<file path="config.mk">
export PLATFORM = sky130hd
export DESIGN_NAME = spi_master_tx_flat
export DESIGN_NICKNAME = d
export VERILOG_FILES = /design/src/rtl/spi_pkg.sv /design/src/rtl/spi_master_tx_if.sv /design/src/rtl/spi_clk_gen.sv /design/src/rtl/spi_master_tx.sv /design/src/flat_wrapper.sv
export SDC_FILE = /design/constraint.sdc
export NUM_CORES = 1
export LEC_CHECK = 0
export CORE_MARGIN = 3
export CORE_UTILIZATION = 30
export CTS_BUF_LIST = sky130_fd_sc_hd__clkbuf_4 sky130_fd_sc_hd__clkbuf_8
export CTS_CLUSTER_DIAMETER = 80
export DETAILED_ROUTE_END_ITERATION = 7
export PLACE_DENSITY = 0.45
export SLEW_MARGIN = 20
export SYNTH_ARGS = -nofsm -noshare
export SYNTH_HDL_FRONTEND = slang
export SYNTH_SLANG_ARGS = --single-unit
</file>
<file path="constraint.sdc">
create_clock -name clk -period 2.5 [get_ports clk]
set_input_delay 0.375 -clock clk [delete_from_list [all_inputs] [get_ports clk]]
set_output_delay 0.375 -clock clk [all_outputs]
set_load 0.02 [all_outputs]
</file>
<file path="src/rtl/spi_pkg.sv">
// Shared types and constants for the SPI master transmitter.
package spi_pkg;

  localparam int CLK_DIV_MIN = 2;

  typedef enum logic [2:0] {
    IDLE,
    FETCH,
    SETUP,
    HIGH,
    LOW,
    GUARD
  } spi_state_e;

endpackage

</file>
<file path="src/rtl/spi_master_tx_if.sv">
// Host-side handshake bundle of spi_master_tx: burst request, byte stream in, byte stream out, status.
interface spi_master_tx_if;

  logic       start;
  logic [7:0] len;
  logic [7:0] tx_data;
  logic       tx_valid;
  logic       tx_ready;
  logic [7:0] rx_data;
  logic       rx_valid;
  logic       busy;
  logic       done;

  modport master (
    output start, len, tx_data, tx_valid,
    input  tx_ready, rx_data, rx_valid, busy, done
  );

  modport slave (
    input  start, len, tx_data, tx_valid,
    output tx_ready, rx_data, rx_valid, busy, done
  );

endinterface

</file>
<file path="src/rtl/spi_clk_gen.sv">
// Half-period counter: while enabled, phase_tick_o pulses on the last cycle of every CLK_DIV-cycle phase.
module spi_clk_gen
  import spi_pkg::*;
#(
  parameter int CLK_DIV = 4
) (
  input  logic clk,
  input  logic rst,
  input  logic en_i,
  output logic phase_tick_o
);

  // Out-of-range divisors are clamped so the counter can never stall at zero.
  localparam int              DIV  = (CLK_DIV < CLK_DIV_MIN) ? CLK_DIV_MIN : CLK_DIV;
  localparam logic [7:0]      LAST = 8'(DIV - 1);

  logic [7:0] cnt_q;
  logic [7:0] cnt_d;

  assign phase_tick_o = en_i && (cnt_q == LAST);

  always_comb begin
    cnt_d = cnt_q + 8'd1;
    if (!en_i || phase_tick_o) begin
      cnt_d = '0;
    end
  end

  always_ff @(posedge clk or negedge rst) begin
    if (!rst) begin
      cnt_q <= '0;
    end else begin
      cnt_q <= cnt_d;
    end
  end

endmodule

</file>
<file path="src/rtl/spi_master_tx.sv">
// SPI mode-0 burst master: streams len bytes MSB first, CS guard time between bursts.
// Optional MISO capture is compiled in with `define SPI_MASTER_RX_EN.
module spi_master_tx
  import spi_pkg::*;
#(
  parameter int CLK_DIV  = 4,
  parameter int CS_GUARD = 2
) (
  input  logic         clk,
  input  logic         rst,
  spi_master_tx_if.slave bus,
  output logic         SPI_CLK,
  output logic         SPI_MOSI,
  input  logic         SPI_MISO,
  output logic         SPI_CS
);

  localparam int         GUARD_N    = (CS_GUARD < 1) ? 1 : CS_GUARD;
  localparam logic [7:0] GUARD_LAST = 8'(GUARD_N - 1);

  spi_state_e state_q;
  logic       cs_q;
  logic       sclk_q;
  logic       mosi_q;
  logic       tx_ready_q;
  logic       done_q;
  logic       busy_q;
  logic [6:0] tx_sr_q;
  logic [2:0] bit_q;
  logic [7:0] byte_q;
  logic [7:0] guard_q;

  logic phase_en;
  logic phase_tick;

  assign phase_en = (state_q == SETUP) || (state_q == HIGH) || (state_q == LOW);

  spi_clk_gen #(
    .CLK_DIV(CLK_DIV)
  ) u_clk_gen (
    .clk         (clk),
    .rst         (rst),
    .en_i        (phase_en),
    .phase_tick_o(phase_tick)
  );

  always_ff @(posedge clk or negedge rst) begin
    if (!rst) begin
      state_q    <= IDLE;
      cs_q       <= 1'b1;
      sclk_q     <= 1'b0;
      mosi_q     <= 1'b0;
      tx_ready_q <= 1'b0;
      done_q     <= 1'b0;
      busy_q     <= 1'b0;
      tx_sr_q    <= '0;
      bit_q      <= '0;
      byte_q     <= '0;
      guard_q    <= '0;
    end else begin
      done_q <= 1'b0;
      case (state_q)
        IDLE: begin
          if (bus.start) begin
            if (bus.len != 8'd0) begin
              byte_q     <= bus.len;
              cs_q       <= 1'b0;
              tx_ready_q <= 1'b1;
              busy_q     <= 1'b1;
              state_q    <= FETCH;
            end else begin
              done_q <= 1'b1;
            end
          end
        end
        FETCH: begin
          if (bus.tx_valid) begin
            tx_sr_q    <= bus.tx_data[6:0];
            mosi_q     <= bus.tx_data[7];
            tx_ready_q <= 1'b0;
            bit_q      <= '0;
            state_q    <= SETUP;
          end
        end
        SETUP, LOW: begin
          if (phase_tick) begin
            sclk_q  <= 1'b1;
            state_q <= HIGH;
          end
        end
        HIGH: begin
          if (phase_tick) begin
            sclk_q <= 1'b0;
            if (bit_q == 3'd7) begin
              byte_q <= byte_q - 8'd1;
              if (byte_q == 8'd1) begin
                cs_q    <= 1'b1;
                mosi_q  <= 1'b0;
                guard_q <= '0;
                done_q  <= (GUARD_LAST == 8'd0);
                state_q <= GUARD;
              end else begin
                tx_ready_q <= 1'b1;
                state_q    <= FETCH;
              end
            end else begin
              bit_q   <= bit_q + 3'd1;
              mosi_q  <= tx_sr_q[6];
              tx_sr_q <= {tx_sr_q[5:0], 1'b0};
              state_q <= LOW;
            end
          end
        end
        GUARD: begin
          // done is registered one cycle ahead so it lands on the final guard cycle.
          if (guard_q == GUARD_LAST) begin
            busy_q  <= 1'b0;
            state_q <= IDLE;
          end else begin
            guard_q <= guard_q + 8'd1;
            done_q  <= ((guard_q + 8'd1) == GUARD_LAST);
          end
        end
        default: begin
          state_q <= IDLE;
        end
      endcase
    end
  end

`ifdef SPI_MASTER_RX_EN
  logic [7:0] rx_sr_q;
  logic [7:0] rx_data_q;
  logic       rx_valid_q;

  // MISO is taken on the same clk edge that raises SPI_CLK.
  always_ff @(posedge clk or negedge rst) begin
    if (!rst) begin
      rx_sr_q    <= '0;
      rx_data_q  <= '0;
      rx_valid_q <= 1'b0;
    end else begin
      rx_valid_q <= 1'b0;
      if (((state_q == SETUP) || (state_q == LOW)) && phase_tick) begin
        rx_sr_q <= {rx_sr_q[6:0], SPI_MISO};
      end
      if ((state_q == HIGH) && phase_tick && (bit_q == 3'd7)) begin
        rx_data_q  <= rx_sr_q;
        rx_valid_q <= 1'b1;
      end
    end
  end

  assign bus.rx_data  = rx_data_q;
  assign bus.rx_valid = rx_valid_q;
`else
  logic unused_miso;
  assign unused_miso  = SPI_MISO;
  assign bus.rx_data  = 8'h00;
  assign bus.rx_valid = 1'b0;
`endif

  assign bus.tx_ready = tx_ready_q;
  assign bus.busy     = busy_q;
  assign bus.done     = done_q;
  assign SPI_CLK      = sclk_q;
  assign SPI_MOSI     = mosi_q;
  assign SPI_CS       = cs_q;

endmodule
</file>
<file path="src/flat_wrapper.sv">
// flat-port wrapper written by rule: the top's interface ports become plain ports
module spi_master_tx_flat import spi_pkg::*;
#(
  parameter int CLK_DIV  = 4,
  parameter int CS_GUARD = 2
)
  (clk, rst, SPI_CLK, SPI_MOSI, SPI_MISO, SPI_CS, bus_start, bus_len, bus_tx_data, bus_tx_valid, bus_tx_ready, bus_rx_data, bus_rx_valid, bus_busy, bus_done);
  spi_master_tx_if bus_i ();
  input  logic clk;
  input  logic rst;
  output logic SPI_CLK;
  output logic SPI_MOSI;
  input  logic SPI_MISO;
  output logic SPI_CS;
  input wire logic [$bits(bus_i.start)-1:0] bus_start;
  input wire logic [$bits(bus_i.len)-1:0] bus_len;
  input wire logic [$bits(bus_i.tx_data)-1:0] bus_tx_data;
  input wire logic [$bits(bus_i.tx_valid)-1:0] bus_tx_valid;
  output wire logic [$bits(bus_i.tx_ready)-1:0] bus_tx_ready;
  output wire logic [$bits(bus_i.rx_data)-1:0] bus_rx_data;
  output wire logic [$bits(bus_i.rx_valid)-1:0] bus_rx_valid;
  output wire logic [$bits(bus_i.busy)-1:0] bus_busy;
  output wire logic [$bits(bus_i.done)-1:0] bus_done;
  assign bus_i.start = bus_start;
  assign bus_i.len = bus_len;
  assign bus_i.tx_data = bus_tx_data;
  assign bus_i.tx_valid = bus_tx_valid;
  assign bus_tx_ready = bus_i.tx_ready;
  assign bus_rx_data = bus_i.rx_data;
  assign bus_rx_valid = bus_i.rx_valid;
  assign bus_busy = bus_i.busy;
  assign bus_done = bus_i.done;
  spi_master_tx #(.CLK_DIV(CLK_DIV), .CS_GUARD(CS_GUARD)) u_core (.clk(clk), .rst(rst), .bus(bus_i), .SPI_CLK(SPI_CLK), .SPI_MOSI(SPI_MOSI), .SPI_MISO(SPI_MISO), .SPI_CS(SPI_CS));
endmodule
</file>
==> summary.md <==
| Metric | Value |
|---|---|
| Multiplexer share of the synthesized area | 0.0209 |
| Setup Fix Bufs, Post-CTS | 0 |
| Synth Area in Compound Gates | 0.166 |
| Sequential share of the synthesized area | 0.428 |
| Total power | 3.17 mW |
| Post-synthesis adder-cell area fraction | 0.0398 |
| Post-Synthesis Cells | 283 |
| Clock-pin transition on the worst setup and hold timing paths | 90 ps |
| Post-synthesis simple-gate area fraction | 0.213 |
| Post-route design area | 3020 um^2 |
| Area after DPL | 2880 um^2 |
| Post-synthesis register bit count | 43 |
| DRT Pass-1 Iters | 4 |
| Initial core utilization | 0.318 |
| CTS sink count | 43 |
| R2R cell count | 6 |
| Most numerous cell types in the synthesized netlist | nand2_1 (43), dfrtp_1 (42), a21oi_1 (22) |
| Synth-to-Final Area Change | 20.1% |
| Synth unique cells | 53 |
| GRT Util Overall | 0.128 |
| Synth Flop Type | dfrtp_1 |
| End point of the critical path | u_core.tx_sr_q[6]$_DFFE_PN0P_ |
| Ratio of cells with drive above 1 in the final layout | 0.102 |
| RSZ-0062 raised after global routing | no |
| WL per Instance | 14.1 um |
| Synth area leader | dfrtp_1 |
| Die width | 97.6 um |
| CP Class | flip-flop to flip-flop |
| Met3 global-route usage | 0.0287 |
| GR Overflow Total | 0 |
| Max VDD drop | 0.268 mV |
| Critical path arrival | 2180 ps |
| GR Util met1 | 0.183 |
| Sequential cell area | 1080 um^2 |
| Critical Path Stages | 6 |
| # fillers | 837 |
| Area share of the largest cell type after synthesis | 0.417 |
| Syn_area_per_cell | 8.90 um^2 |
| YS warnings | 0 |
| CP endpoint kind | flip-flop |
| Grt met2 use | 0.201 |
| CTS Buffer Depth | 2 |
| Cts bufs inserted | 5 |
| Nets | 342 |
| Row count | 32 |
| EDFF count, synth | 0 |
| Number of hold-repair buffers added at the cts stage | 1 |
| Status | finished clean |
| Reg2reg end | u_core.tx_sr_q[6]$_DFFE_PN0P_ |
| Worst Path Buf+Inv | 0 |
| I/O Pins | 36 |
| Most common cell in the netlist | nand2_1 |
| Power Density | 1050 nW/um^2 |
| Post-Synth XOR/XNOR Area | 0.0696 |
| Class of the worst hold path | primary input to asynchronous set/reset pin |
| Startpoint Class | flip-flop |
| Clk_lat worst skew | 300 ps |
| First-pass GRT wire length | 10.2 mm |
| Final TNS setup | 0 ps |
| CP required | 2670 ps |
| Multi-input gate area | 1310 um^2 |
| CP max FO | 10 |
| Async set-reset flop share out of synthesis | 1.00 |
| CTS root buffer | clkbuf_8 |
| Routability Congestion | 0.749 |
| Die span in y | 97.6 um |
| Final Critical Period | 2010 ps |
| CP cell instances | ha_1 -> nor3b_1 -> nand3_1 -> nand2_2 -> and2_0 -> a31oi_1 |
| Worst R2R Start | u_core.u_clk_gen.cnt_q[0]$_DFF_PN0_ |
| CTS resizes | 0 |
| Final number of setup-violating endpoints | 0 |
| DRC | 0 |
| Diodes inserted | 0 |
| GRT busiest layer | met2 |
| Mapped Area | 2520 um^2 |
| Worst reg-to-reg setup slack | 490 ps |
| Final Hold Vio Count | 0 |
| CP delay by family, top | simple AND/OR/NAND/NOR gates |
| Final ANT Viol Nets | 0 |
| Vias per inst | 4.85 |
| CTS tree | done |
| Initial drt markers | 113 |
| Largest family of logic cells by synthesized area | simple AND/OR/NAND/NOR gates |
| Final setup skew | 11.1 ps |
| Port Buffer Count | 25 |
| Critical Path Slowest Stage Cell | dfrtp_1 |
| Vias in the first global route | 1977 |
| Critical path launch point | u_core.u_clk_gen.cnt_q[0]$_DFF_PN0_ |
| DIE AREA | 9530 um^2 |
| Critical Path Max Stage Delay | 390 ps |
| Leakage power | 1.29 nW |
| Hpwl dp | 4.29 mm |
| Routed WL | 5.87 mm |
| Top cells by area, synth | dfrtp_1 (42%), nand2_1 (6.4%), xnor2_1 (4.5%) |
| Final cycle utilization of the critical path | 0.806 |
| # Max-Cap Violations | 0 |
| Max H-tree Level | 2 |
| Vias | 2018 |
| Largest net degree at the start of global routing | 24 |
| Max-slew violation count | 0 |
| Core area | 7930 um^2 |
| Initial antenna violation count | 0 |
| F_max | 0.496 GHz |
cells in the final DEF (no fill, tap or decap), types with 5 or more instances in the layout:
cell type,instances
a21oi_1,22
a31oi_1,9
and3_1,6
buf_4,12
clkbuf_8,5
clkdlybuf4s50_1,24
conb_1,9
dfrtp_1,42
ha_1,8
inv_1,5
nand2_1,43
nand3_1,13
nor2_1,20
o21ai_0,6
o21ai_1,11
xnor2_1,13
xor2_1,7
how the worst min path moves through the flow:
stage          slack (ps)  from  cells after the start                           end
4_1_cts               380   rst                      2  u_core.byte_q[2]$_DFFE_PN0P_
2_1_floorplan          80   rst                      0    u_core.SPI_CLK$_DFFE_PN0P_
6_report              390   rst                      2  u_core.byte_q[2]$_DFFE_PN0P_
3_3_place_gp          170   rst                      1  u_core.byte_q[2]$_DFFE_PN0P_
3_5_place_dp          170   rst                      1  u_core.byte_q[2]$_DFFE_PN0P_
5_1_grt               400   rst                      2  u_core.byte_q[2]$_DFFE_PN0P_
layer usage:
| metal | wire, um | vias up |
|---|---|---|
| li1 | - | 1031 |
| met1 | 3030 | 944 |
| met2 | 2550 | 39 |
| met3 | 248 | 4 |
| met4 | 34 | 0 |
| met5 | 0 | - |
metrics by stage:
step           std cells  utilization  worst slack, ps  hold slack, ps
3_5_place_dp         407        0.363              410             166
4_1_cts              416        0.381              468             378
2_1_floorplan        291            -              638            79.4
3_3_place_gp         407        0.363              381             165
5_1_grt              416        0.381              166             399
6_report             416        0.381              485             390
sequential cells by signal, indices dropped and copies added, names as in the netlist, 3 cells and up:
register / count
u_core.guard_q: 8
u_core.tx_sr_q: 7
u_core.u_clk_gen.cnt_q: 8
u_core.bit_q: 3
u_core.byte_q: 8
u_core.state_q: 3
worst register-to-register path: stages (launching register included):
cell and delay, ps:
dfrtp_1 390, ha_1 250, nor3b_1 320, nand3_1 250
nand2_2 240, and2_0 320, a31oi_1 130
where the power goes:
part	switching (mW)	internal, mW	leakage [nW]	total, mW
Clock	0.261	0.399	0.0644	0.659
Sequential	0.239	0.927	0.542	1.17
Combinational	0.748	0.598	0.688	1.35
cell type report:
type / count / area share
clock inverters: 3 / 0.0224
clock buffers: 5 / 0.0228
multi-input cells: 219 / 0.435
repair buffers: 38 / 0.114
well taps: 102 / 0.0422
flip-flops and latches: 43 / 0.356
inverters: 6 / 0.00745
cell families (layout without fill, tap and decap cells):
family / Yosys count / after routing
AOI/OAI and AO/OA: 69 / 69
xor gates and xnor gates: 20 / 20
adders and majority gates: 8 / 8
buffers and inverters: 29 / 52
DFF: 43 / 43
muxes: 5 / 5
other: 1 / 9
and+or+nand+nor: 108 / 108
(Power assumes the default switching activity.)
